### config.mk
export PLATFORM = sky130hd
export DESIGN_NAME = mic_capture_ctrl
export DESIGN_NICKNAME = d
export VERILOG_FILES = /design/src/rtl/mic_capture_ctrl.sv
export SDC_FILE = /design/constraint.sdc
export NUM_CORES = 1
export LEC_CHECK = 0
export ABC_AREA = 1
export ABC_CLOCK_PERIOD_IN_PS = 2350
export BUFFER_PORTS_ARGS = -buffer_cell sky130_fd_sc_hd__buf_2
export CAP_MARGIN = 20
export CORE_UTILIZATION = 35
export DETAILED_ROUTE_END_ITERATION = 10
export GPL_TIMING_DRIVEN = 1
export PLACE_DENSITY = 0.59
export REMOVE_ABC_BUFFERS = 1
export SKIP_LAST_GASP = 1
export SLEW_MARGIN = 20
export SYNTH_ARGS = -nofsm -noshare
export SYNTH_HDL_FRONTEND = slang
export SYNTH_SLANG_ARGS = --single-unit
### constraint.sdc
create_clock -name clk -period 2.35 [get_ports clk]
set_clock_uncertainty 0.15 [all_clocks]
set_input_delay 0.5875 -clock clk [delete_from_list [all_inputs] [get_ports clk]]
set_output_delay 0.5875 -clock clk [all_outputs]
set_load 0.05 [all_outputs]
### src/rtl/mic_capture_ctrl.sv
// mic_capture_ctrl: PDM microphone capture sequencer.
// Drives mic_clk from the divider tick, samples PDM data on the falling
// mic_clk edge, counts ones over DECIM bits and offers each count on a
// valid/ready output register. A start/stop FSM discards WARMUP windows
// after start and parks mic_clk low before returning to idle.
// Build macro MIC_STEREO_EN: also sample a right channel on the rising
// mic_clk edge; pcm_data becomes {right, left}.
//
// Output handshake: a sample transfers on any cycle with pcm_valid &&
// pcm_ready. pcm_data is held stable while pcm_valid && !pcm_ready, and
// pcm_valid only drops after a transfer that is not replaced by a new load.
module mic_capture_ctrl #(
   parameter int DECIM  = 64,
   parameter int WARMUP = 4,
   parameter int CW     = $clog2(DECIM + 1)
) (
   input  logic            clk,
   input  logic            rst,
   input  logic            tick,
   input  logic            start,
   input  logic            stop,
   output logic            busy,
   output logic            mic_clk,
   input  logic            mic_data,
   output logic            pcm_valid,
   input  logic            pcm_ready,
`ifdef MIC_STEREO_EN
   output logic [2*CW-1:0] pcm_data,
`else
   output logic [CW-1:0]   pcm_data,
`endif
   output logic            overrun,
   output logic [1:0]      dbg_state
);

`ifdef MIC_STEREO_EN
   localparam int OW = 2 * CW;
`else
   localparam int OW = CW;
`endif
   // Warm-up counter needs at least one bit even when warm-up is disabled.
   localparam int WW = (WARMUP > 0) ? $clog2(WARMUP + 1) : 1;

   typedef enum logic [1:0] {
      S_IDLE     = 2'd0,
      S_WARMUP   = 2'd1,
      S_RUN      = 2'd2,
      S_STOPPING = 2'd3
   } state_t;

   state_t          state_q;
   logic            mic_clk_q;
   logic [CW-1:0]   bit_cnt_q;
   logic [CW-1:0]   left_acc_q;
   logic [WW-1:0]   warm_cnt_q;
   logic            pcm_valid_q;
   logic [OW-1:0]   pcm_data_q;
   logic            overrun_q;
`ifdef MIC_STEREO_EN
   logic [CW-1:0]   right_acc_q;
   logic [CW-1:0]   right_sum_d;
   logic            rise_tick;
`endif

   logic            sampling;
   logic            fall_tick;
   logic [CW-1:0]   left_sum_d;
   logic [CW-1:0]   bit_cnt_d;
   logic            win_done;
   logic            offer;
   logic            load;
   logic [OW-1:0]   result_d;

   // Sample strobes, window completion and the result that would be offered.
   always_comb begin
      sampling   = (state_q == S_WARMUP) || (state_q == S_RUN);
      fall_tick  = sampling && tick && mic_clk_q;
      left_sum_d = left_acc_q + CW'(mic_data);
      bit_cnt_d  = bit_cnt_q + 1'b1;
      // The completing bit is folded into the count via left_sum_d.
      win_done   = fall_tick && (bit_cnt_q == CW'(DECIM - 1));
      offer      = win_done && (state_q == S_RUN);
      load       = offer && (!pcm_valid_q || pcm_ready);
`ifdef MIC_STEREO_EN
      rise_tick   = sampling && tick && !mic_clk_q;
      right_sum_d = right_acc_q + CW'(mic_data);
      // All right bits of the window were taken on earlier rising ticks.
      result_d    = {right_acc_q, left_sum_d};
`else
      result_d    = left_sum_d;
`endif
   end

   // Control FSM, accumulators and the output register.
   always_ff @(posedge clk) begin
      if (rst) begin
         state_q     <= S_IDLE;
         mic_clk_q   <= 1'b0;
         bit_cnt_q   <= '0;
         left_acc_q  <= '0;
         warm_cnt_q  <= '0;
         pcm_valid_q <= 1'b0;
         pcm_data_q  <= '0;
         overrun_q   <= 1'b0;
`ifdef MIC_STEREO_EN
         right_acc_q <= '0;
`endif
      end else begin
         // Output register runs regardless of state.
         if (load) begin
            pcm_data_q  <= result_d;
            pcm_valid_q <= 1'b1;
         end else if (pcm_valid_q && pcm_ready) begin
            pcm_valid_q <= 1'b0;
         end
         if (offer && !load) begin
            overrun_q <= 1'b1;
         end

         case (state_q)
            S_IDLE: begin
               mic_clk_q <= 1'b0;
               if (start) begin
                  state_q    <= (WARMUP > 0) ? S_WARMUP : S_RUN;
                  overrun_q  <= 1'b0;
                  bit_cnt_q  <= '0;
                  left_acc_q <= '0;
                  warm_cnt_q <= '0;
`ifdef MIC_STEREO_EN
                  right_acc_q <= '0;
`endif
               end
            end
            S_WARMUP, S_RUN: begin
               if (tick) begin
                  mic_clk_q <= !mic_clk_q;
               end
               if (win_done) begin
                  bit_cnt_q  <= '0;
                  left_acc_q <= '0;
               end else if (fall_tick) begin
                  bit_cnt_q  <= bit_cnt_d;
                  left_acc_q <= left_sum_d;
               end
`ifdef MIC_STEREO_EN
               if (win_done) begin
                  right_acc_q <= '0;
               end else if (rise_tick) begin
                  right_acc_q <= right_sum_d;
               end
`endif
               if (win_done && (state_q == S_WARMUP)) begin
                  warm_cnt_q <= warm_cnt_q + 1'b1;
                  if (warm_cnt_q == WW'(WARMUP - 1)) begin
                     state_q <= S_RUN;
                  end
               end
               // Stop overrides the warm-up exit; a completing window is
               // still delivered by the output register above.
               if (stop) begin
                  state_q <= S_STOPPING;
               end
            end
            S_STOPPING: begin
               bit_cnt_q  <= '0;
               left_acc_q <= '0;
`ifdef MIC_STEREO_EN
               right_acc_q <= '0;
`endif
               if (!mic_clk_q) begin
                  state_q <= S_IDLE;
               end else if (tick) begin
                  mic_clk_q <= 1'b0;
               end
            end
            default: state_q <= S_IDLE;
         endcase
      end
   end

   assign busy      = (state_q != S_IDLE);
   assign mic_clk   = mic_clk_q;
   assign pcm_valid = pcm_valid_q;
   assign pcm_data  = pcm_data_q;
   assign overrun   = overrun_q;
   assign dbg_state = state_q;

endmodule

Yosys cells after proc, flatten, opt, wreduce, memory -nomap -nowiden
Cells that the tools add are included.
{ "word_totals": {"elab_cells": 69, "regBits": 29} }
{ "classes": {"eq_ne": 12, "n_addsub": 3, "mux": 25, "n_reduce_logical": 21} }
{ "ops": {"columns": ["operator", "n"], "rows": [
  ["7-bit one-hot mux with 3 select lines", 2],
  ["7-bit 2-to-1 mux", 5],
  ["2-bit 2-to-1 mux", 5],
  ["3-bit inequality test (second input constant)", 3],
  ["1-bit logical AND", 8],
  ["1-bit 2-to-1 mux", 8],
  ["2-bit inequality test (second input constant)", 4],
  ["7-bit by 1-bit adder with 7-bit output", 1],
  ["7-bit by 1-bit adder with 7-bit output (second input constant)", 1],
  ["7-bit by 6-bit == test with 1-bit output (second input constant)", 1],
  ["3-bit 2-to-1 mux", 2],
  ["2-bit one-hot mux with 3 select lines", 1],
  ["3-bit one-hot mux with 2 select lines", 1],
  ["2-bit nonzero test", 3],
  ["2-bit == test (second input constant)", 2],
  ["4-bit AND reduction", 1],
  ["3-bit by 1-bit adder with 3-bit output (second input constant)", 1],
  ["3-bit by 2-bit == test with 1-bit output (second input constant)", 1],
  ["1-bit logical NOT", 3],
  ["1-bit one-hot mux with 3 select lines", 1],
  ["3-bit AND reduction", 1],
  ["2-bit by 1-bit == test with 1-bit output (second input constant)", 1],
  ["2-bit logical NOT", 1],
  ["1-bit logical OR", 2],
  ["2 further kinds", 2]
]} }

Longest topological paths before layout
Gate-level depths: netlist of the first run.
{ "depth": {"word_depth": 12, "depth_mapped": 10, "mapped_depth_nobuf": 10} }

Least setup slack after synthesis of the first run
No wires, ideal clock.
{ "synth_path": {"path_type": "register to register", "start": "register state_q[0] (netlist: dbg_state[0])", "end": "register bit_cnt_q[0]", "arrival_time_ps": 1993, "setup_time_ps": 119, "path_buffers": 1, "path_slack_ps": 88, "stages_incl_launch_ff": 9, "required_time_ps": 2081, "path_cell_list": "dfxtp_1 > inv_1 > ha_1 > inv_1 > or2_4 > nand2_4 > buf_6 > o21ai_0 > a21oi_1"} }
{ "synth_via": {"elab_chain_len": 7, "word_cells_on_any_way": 14} }
{ "synth_rtl": {"columns": ["item", "line", "rtl"], "rows": [
  ["from (decl)", "51", "state_t state_q;"],
  ["from (signal assigned)", "124", "state_q <= (WARMUP > 0) ? S_WARMUP : S_RUN;"],
  ["2-bit by 1-bit == test with 1-bit output / 2-bit == test (equally long branches)", "76, 120", null],
  ["1-bit logical OR", "76", "sampling = (state_q == S_WARMUP) || (state_q == S_RUN);"],
  ["1-bit logical AND (2 in a row)", "77", "fall_tick = sampling && tick && mic_clk_q;"],
  ["1-bit logical AND", "81", "win_done = fall_tick && (bit_cnt_q == CW'(DECIM - 1));"],
  ["7-bit 2-to-1 mux / 3-bit inequality test (equally long branches)", null, null],
  ["7-bit one-hot mux with 3 select lines / 2-bit AND reduction (equally long branches)", null, null],
  ["to (signal assigned)", "142", "bit_cnt_q <= bit_cnt_d;"],
  ["to (decl)", "53", "logic [CW-1:0] bit_cnt_q;"]
]} }
Parallel ways exist; a longest one is shown, timed or not.
A chain may end at the register's enable or synchronous reset.

Worst setup path after layout of the first run
{ "layout_path": {"start": "register state_q[0] (netlist: dbg_state[0])", "end": "output busy"} }
{ "layout_via": {"elab_chain_len": 1} }
{ "layout_rtl": {"columns": ["item", "line", "rtl"], "rows": [
  ["2-bit nonzero test", "181", "assign busy = (state_q != S_IDLE);"],
  ["to (decl)", "22", "output logic busy,"]
]} }
No other way between the ends.

==> metrics, run 1 <==
status finished, final reports clean; Post-Syn Area ~1500 µm²; final wirelength approximately 2900 µm; CP max stage cell dfxtp_1; max frequency between 400 and 500 MHz; ranking of synthesized cells by area dfxtp_1 (38%), nand2_1 (11%), ha_1 (7.4%); RSZ-0062 raised after global routing no; Post-CTS Setup Bufs 0; min Tclk post-route 2.07 ns; Slew Viols, Final 0; Cell variety after synth 33; die width 68.0 µm; H-tree Lvls 2; nets around 240; Top Ports 20; Peak VDD IR 0.718 mV; # DRC 0; crit-path max FO 4; CTS tree done; critical path's top delay family buffers and inverters; Post-synth EDFFs 0; Finished Layout Cells around 270; synth cell count leaders nand2_1 (43), dfxtp_1 (29), a21oi_1 (19), nor2_1 (18); routability cong. 0.814; drt first-iter violations 47; Initial Utilization 0.374; CP Capture Type primary output; Post-DP HPWL 2190 µm; Synth Warn # 0; worst setup path start dbg_state[0]$_SDFFE_PP0P_; Synth top area share 0.380; dpl cells ~260; most used cell, CP inv_1; Core Rows 23; Critical R2R Launch dbg_state[0]$_SDFFE_PP0P_; vias per inst approximately 4.7; detailed-route via count 1284; die area roughly 4600 µm²; final setup vio count 0; worst-case clock buffer depth 2; antenna fix cells 0; Root Buffer clkbuf_8; TritonCTS Sinks 29; wire length per cell 10.8 µm; GRT Residual Overflow 0; drt pass-1 iters 4; Worst Tran Pin Value ~0.39 ns; Syn-to-layout area delta 14.9%; largest net degree at the start of global routing 17; DIE HEIGHT around 68 µm; register area share after synthesis 0.380; first-pass GRT wire length about 5200 µm; Main synth FF type dfxtp_1; Total GRT Usage 0.151; fraction of layout cells with a size suffix above 1 0.243; Crit path arrival time about 1.3 ns; Yosys reg bits 29; cell count after synthesis 197; CP Class register to primary output; CTS buffer count 5; Final Cycle Share 0.882; Synth area leader dfxtp_1; CP cell instances inv_1 -> ha_1 -> inv_1 -> buf_2; Post-synth ARST share 0; post-route ant nets 0; worst hold path startpoint overrun$_SDFF_PP0_; TNS Setup 0 ns; Lkg Pwr approximately 0.74 nW; CP Buf/Inv Count 3; port bufs 19; core area slightly above 4000 µm²; Post-CTS Resized 0; count leader, synth nand2_1; Final Hold Viols 0; worst stage delay on the critical path about 0.37 ns; via count of the first global-routing pass ~1200; max-cap violations 0; Critical Path RT approximately 1.6 ns; Hold Crit Class register to register; # hold bufs at CTS 0; fillers roughly 440; Syn Area/Cell roughly 7.7 µm²; insertion delay to the later sink of the worst-skew pair roughly 0.28 ns; Worst setup SP type register; initial antenna violation count 0; Cell Pwr Density about 1100 nW/µm²; clk slew on worst S/H paths around 0.06 ns; Relative slew margins 0.737
[state kept, by name, indices dropped and copies added, names as in the netlist]
signal,count
overrun,1
bit_cnt_q,7
pcm_data,7
warm_cnt_q,3
dbg_state,2
pcm_valid,1
left_acc_q,7
mic_clk,1
[worst register-to-register path, cell delays in order (launching register included)]
cell      delay (ns)
dfxtp_1         0.37
inv_1           0.10
ha_1            0.41
nand3_2         0.15
nand2_2         0.09
nand2_4         0.17
clkinv_4        0.11
nand2_4         0.08
clkinv_2        0.10
nand2_1         0.10
a21oi_2         0.05
[metal layers]
| metal | wire length (µm) | up-vias | GRT usage |
|---|---|---|---|
| met5 | 0 | - | 0 |
| met4 | 13 | 0 | 0.0547 |
| met3 | 65 | 2 | 0.0500 |
| met2 | 1350 | 11 | 0.224 |
| met1 | 1510 | 581 | 0.201 |
| li1 | - | 690 | - |
[where the power goes]
group / leakage, nW / internal (W) / switching [W] / total (W)
combinational: 0.464 / 0.000267 / 0.000662 / 0.000929
sequential: 0.235 / 0.000557 / 0.0000495 / 0.000606
clock: 0.0450 / 0.000205 / 0.000192 / 0.000396
total: 0.743 / 0.00103 / 0.000903 / 0.00193
[final cells by class]
type | count | area, µm² | area share
well taps | 50 | 62.6 | 0.0357
clock inverters | 2 | 10.0 | 0.00571
flip-flops and latches | 29 | 581 | 0.331
repair buffers | 20 | 103 | 0.0585
multi-input cells | 144 | 841 | 0.479
inverters | 21 | 85.1 | 0.0485
clock buffers | 6 | 72.6 | 0.0414
[through the flow]
step	power, W	util	cell area, µm²	worst slack [ns]	hold WS (ns)
floorplan	0.00136	-	1510	0.0472	0.293
global placement	0.00155	0.409	1670	0.347	0.289
global route	0.00210	0.429	1750	0.182	0.310
CTS	0.00195	0.429	1750	0.259	0.301
detailed placement	0.00155	0.409	1670	0.374	0.289
finish	0.00193	0.429	1750	0.277	0.299
[cell usage in the layout, fill, tap and decap left out, types with 2 or more instances in the layout]
cell       n
nand3_2    2
nand2_2    2
a21oi_2    6
buf_2     19
clkinv_2   3
nand3_1   16
clkinv_1   2
nand2_4    3
clkbuf_8   5
nand2_1   43
ha_1       9
o21ai_0    4
a21oi_1   19
dfxtp_1   29
xor2_1     3
o21ai_2    2
nor3_1     2
xnor2_1    3
inv_1     16
nor2_1    18
or2_2      3
[path summary, 6_finish.rpt]
path              depth (start not counted)  slack, ns                    endpoint
setup / recovery                          4       0.28                        busy
hold / removal                            2       0.30          overrun$_SDFF_PP0_
setup reg to reg                         10       0.36  left_acc_q[2]$_SDFFE_PP0P_
hold reg to reg                           2       0.30          overrun$_SDFF_PP0_
[cell families (layout without fill, tap and decap cells)]
family,count (synthesis),in the layout,synth area share
buffers and inverters,24,49,0.0688
adder cells (fa/ha/maj),9,9,0.0738
AND/OR/NAND/NOR,95,95,0.307
flip-flops,29,29,0.380
AO/OA/AOI/OAI,34,34,0.135
XOR/XNOR,6,6,0.0344
(Power assumes the default switching activity.)
==> run 2: changes to the inputs <==
- ABC_CLOCK_PERIOD_IN_PS: 2350 -> 2200
- clock period: 2.35 -> 2.2 ns (I/O delays scaled with it)
==> run 2 against run 1 <==
Non-clock buffer count did not move. Via count fell by 1.0%. Final cell count stayed put. Critical endpoint unchanged. Power rose by 15%. Utilization is 0.83 points higher. Highest routed layer unchanged. Worst setup slack worse by 0.14 ns. Global-route usage rose by 0.65 points. Flip-flop and latch count unchanged. Sequential share of layout area down 0.63 points. Critical path depth unchanged. Design area grew 1.9%.
==> metrics, run 2 (synthesis results as in run 1) <==
Worst setup SP type register; antenna fix cells 0 (unchanged); status finished, final reports clean; detailed-route via count 1271 (-1.0%); routability cong. 0.822 (+0.97%); dpl cells 264 (unchanged); H-tree Lvls 2 (unchanged); Relative slew margins 0.742 (+0.00573); Final Cycle Share 0.938; Post-CTS Resized 0 (unchanged); Root Buffer clkbuf_8; Slew Viols, Final 0 (unchanged); final setup margin 0.136 ns (-0.141 ns); Post-CTS Setup Bufs 0 (unchanged); TNS Setup 0 ns (unchanged); vias per inst 4.67 (-1.0%); commonest cells after routing, fill and taps aside nand2_1 (43), dfxtp_1 (29), a21oi_1 (19), buf_2 (19), nor2_1 (18); CP Class register to primary output; wire length per cell 11.1 µm (+2.7%); Critical R2R Launch dbg_state[0]$_SDFFE_PP0P_; max frequency 484 MHz; DIE HEIGHT 68.0 µm (unchanged); worst-case clock buffer depth 2 (unchanged); initial antenna violation count 0 (unchanged); Total GRT Usage 0.157 (+0.00655); final wirelength 3020 µm (+2.7%); worst setup path start dbg_state[0]$_SDFFE_PP0P_; core area 4090 µm² (unchanged); pre-CTS setup slack 0.196 ns (-0.178 ns); RSZ-0062 raised after global routing no; Lkg Pwr 0.757 nW (+1.8%); nets 237 (unchanged); via count of the first global-routing pass 1136 (-2.2%); Critical Path RT 1.50 ns (-0.11 ns); Cell Pwr Density 1240 nW/µm² (+13%); Top Ports 20 (unchanged); insertion delay to the later sink of the worst-skew pair 0.29 ns (about the same); drt pass-1 iters 4 (unchanged); final hold slack 0.302 ns (+0.00309 ns); GRT Residual Overflow 0 (unchanged); largest net degree at the start of global routing 17 (unchanged); CTS tree done; max-cap violations 0 (unchanged); first-pass GRT wire length 5270 µm (+1.7%); R2R setup slack 0.21 ns (-0.15 ns); Finished Layout Cells 272 (unchanged); CP Capture Type primary output; Hold Crit Class register to register; Syn-to-layout area delta 17.1%; # hold bufs at CTS 0 (unchanged); TritonCTS Sinks 29 (unchanged); drt first-iter violations 31 (-34%); die area 4630 µm² (unchanged); CTS buffer count 5 (unchanged); port bufs 19 (unchanged); commonest non-fill, non-tap cell in the layout nand2_1; Core Rows 23 (unchanged); min Tclk post-route between 2 and 2.5 ns; Worst Tran Pin Value 0.384 ns (-0.00853 ns); # DRC 0 (unchanged); worst hold path startpoint overrun$_SDFF_PP0_; final setup vio count 0 (unchanged); Final Hold Viols 0 (unchanged); fraction of layout cells with a size suffix above 1 0.243 (unchanged); Initial Utilization 0.374 (unchanged); Layout Utilization 0.438 (+0.00827); Peak VDD IR 0.807 mV (+12%); Crit path arrival time 1.36 ns (+0.02 ns); post-route ant nets 0 (unchanged); Post-DP HPWL 2240 µm (+2.1%); clk slew on worst S/H paths 0.06 ns (about the same); crit-path max FO 4 (unchanged); die width 68.0 µm (unchanged)
==> run 2: cell types whose count changed in the layout (fill, tap and decap cells not counted) <==
| cell | change |
|---|---|
| clkinv_2 | -2 |
| clkbuf_8 | +1 |
| bufinv_16 | +1 |
==> run 2: stage by stage <==
stage	cell area, µm²	power [W]
4_1_cts	1790	0.00225
3_5_place_dp	1670	0.00166
5_1_grt	1790	0.00240
2_1_floorplan	1510	0.00145
3_3_place_gp	1670	0.00166
6_report	1790	0.00222
==> run 2: routing by layer <==
layer | GRT usage | vias up | part of all wire
met4 | 0.0781 | 0 | 0.024
li1 | - | 691 | -
met1 | 0.207 | 562 | 0.53
met5 | 0 | - | 0
met2 | 0.219 | 13 | 0.41
met3 | 0.0617 | 5 | 0.036
==> run 2: critical path, stage by stage, from the launching register on <==
cell and delay, ns:
dfxtp_1 0.37, inv_1 0.10, ha_1 0.24, inv_1 0.10, buf_2 0.26
==> run 2: layout make-up <==
| type | count | area [µm²] |
|---|---|---|
| repair buffers | 20 | 103 |
| inverters | 21 | 85.1 |
| flip-flops and latches | 29 | 581 |
| fillers | 440 | 2300 |
| clock buffers | 7 | 86.3 |
| multi-input cells | 144 | 841 |
| clock inverters | 1 | 30.0 |
| well taps | 50 | 62.6 |
==> run 2: power by group <==
part           total, W  switching, W  internal (W)
clock          0.000582      0.000213      0.000369
combinational  0.000997      0.000711      0.000286
sequential     0.000646     0.0000507      0.000595
total           0.00222      0.000975       0.00125
==> run 2: final timing paths <==
check / end / cells after the start
min reg2reg: overrun$_SDFF_PP0_ / 2
max reg2reg: left_acc_q[2]$_SDFFE_PP0P_ / 10
min: overrun$_SDFF_PP0_ / 2
max: busy / 4
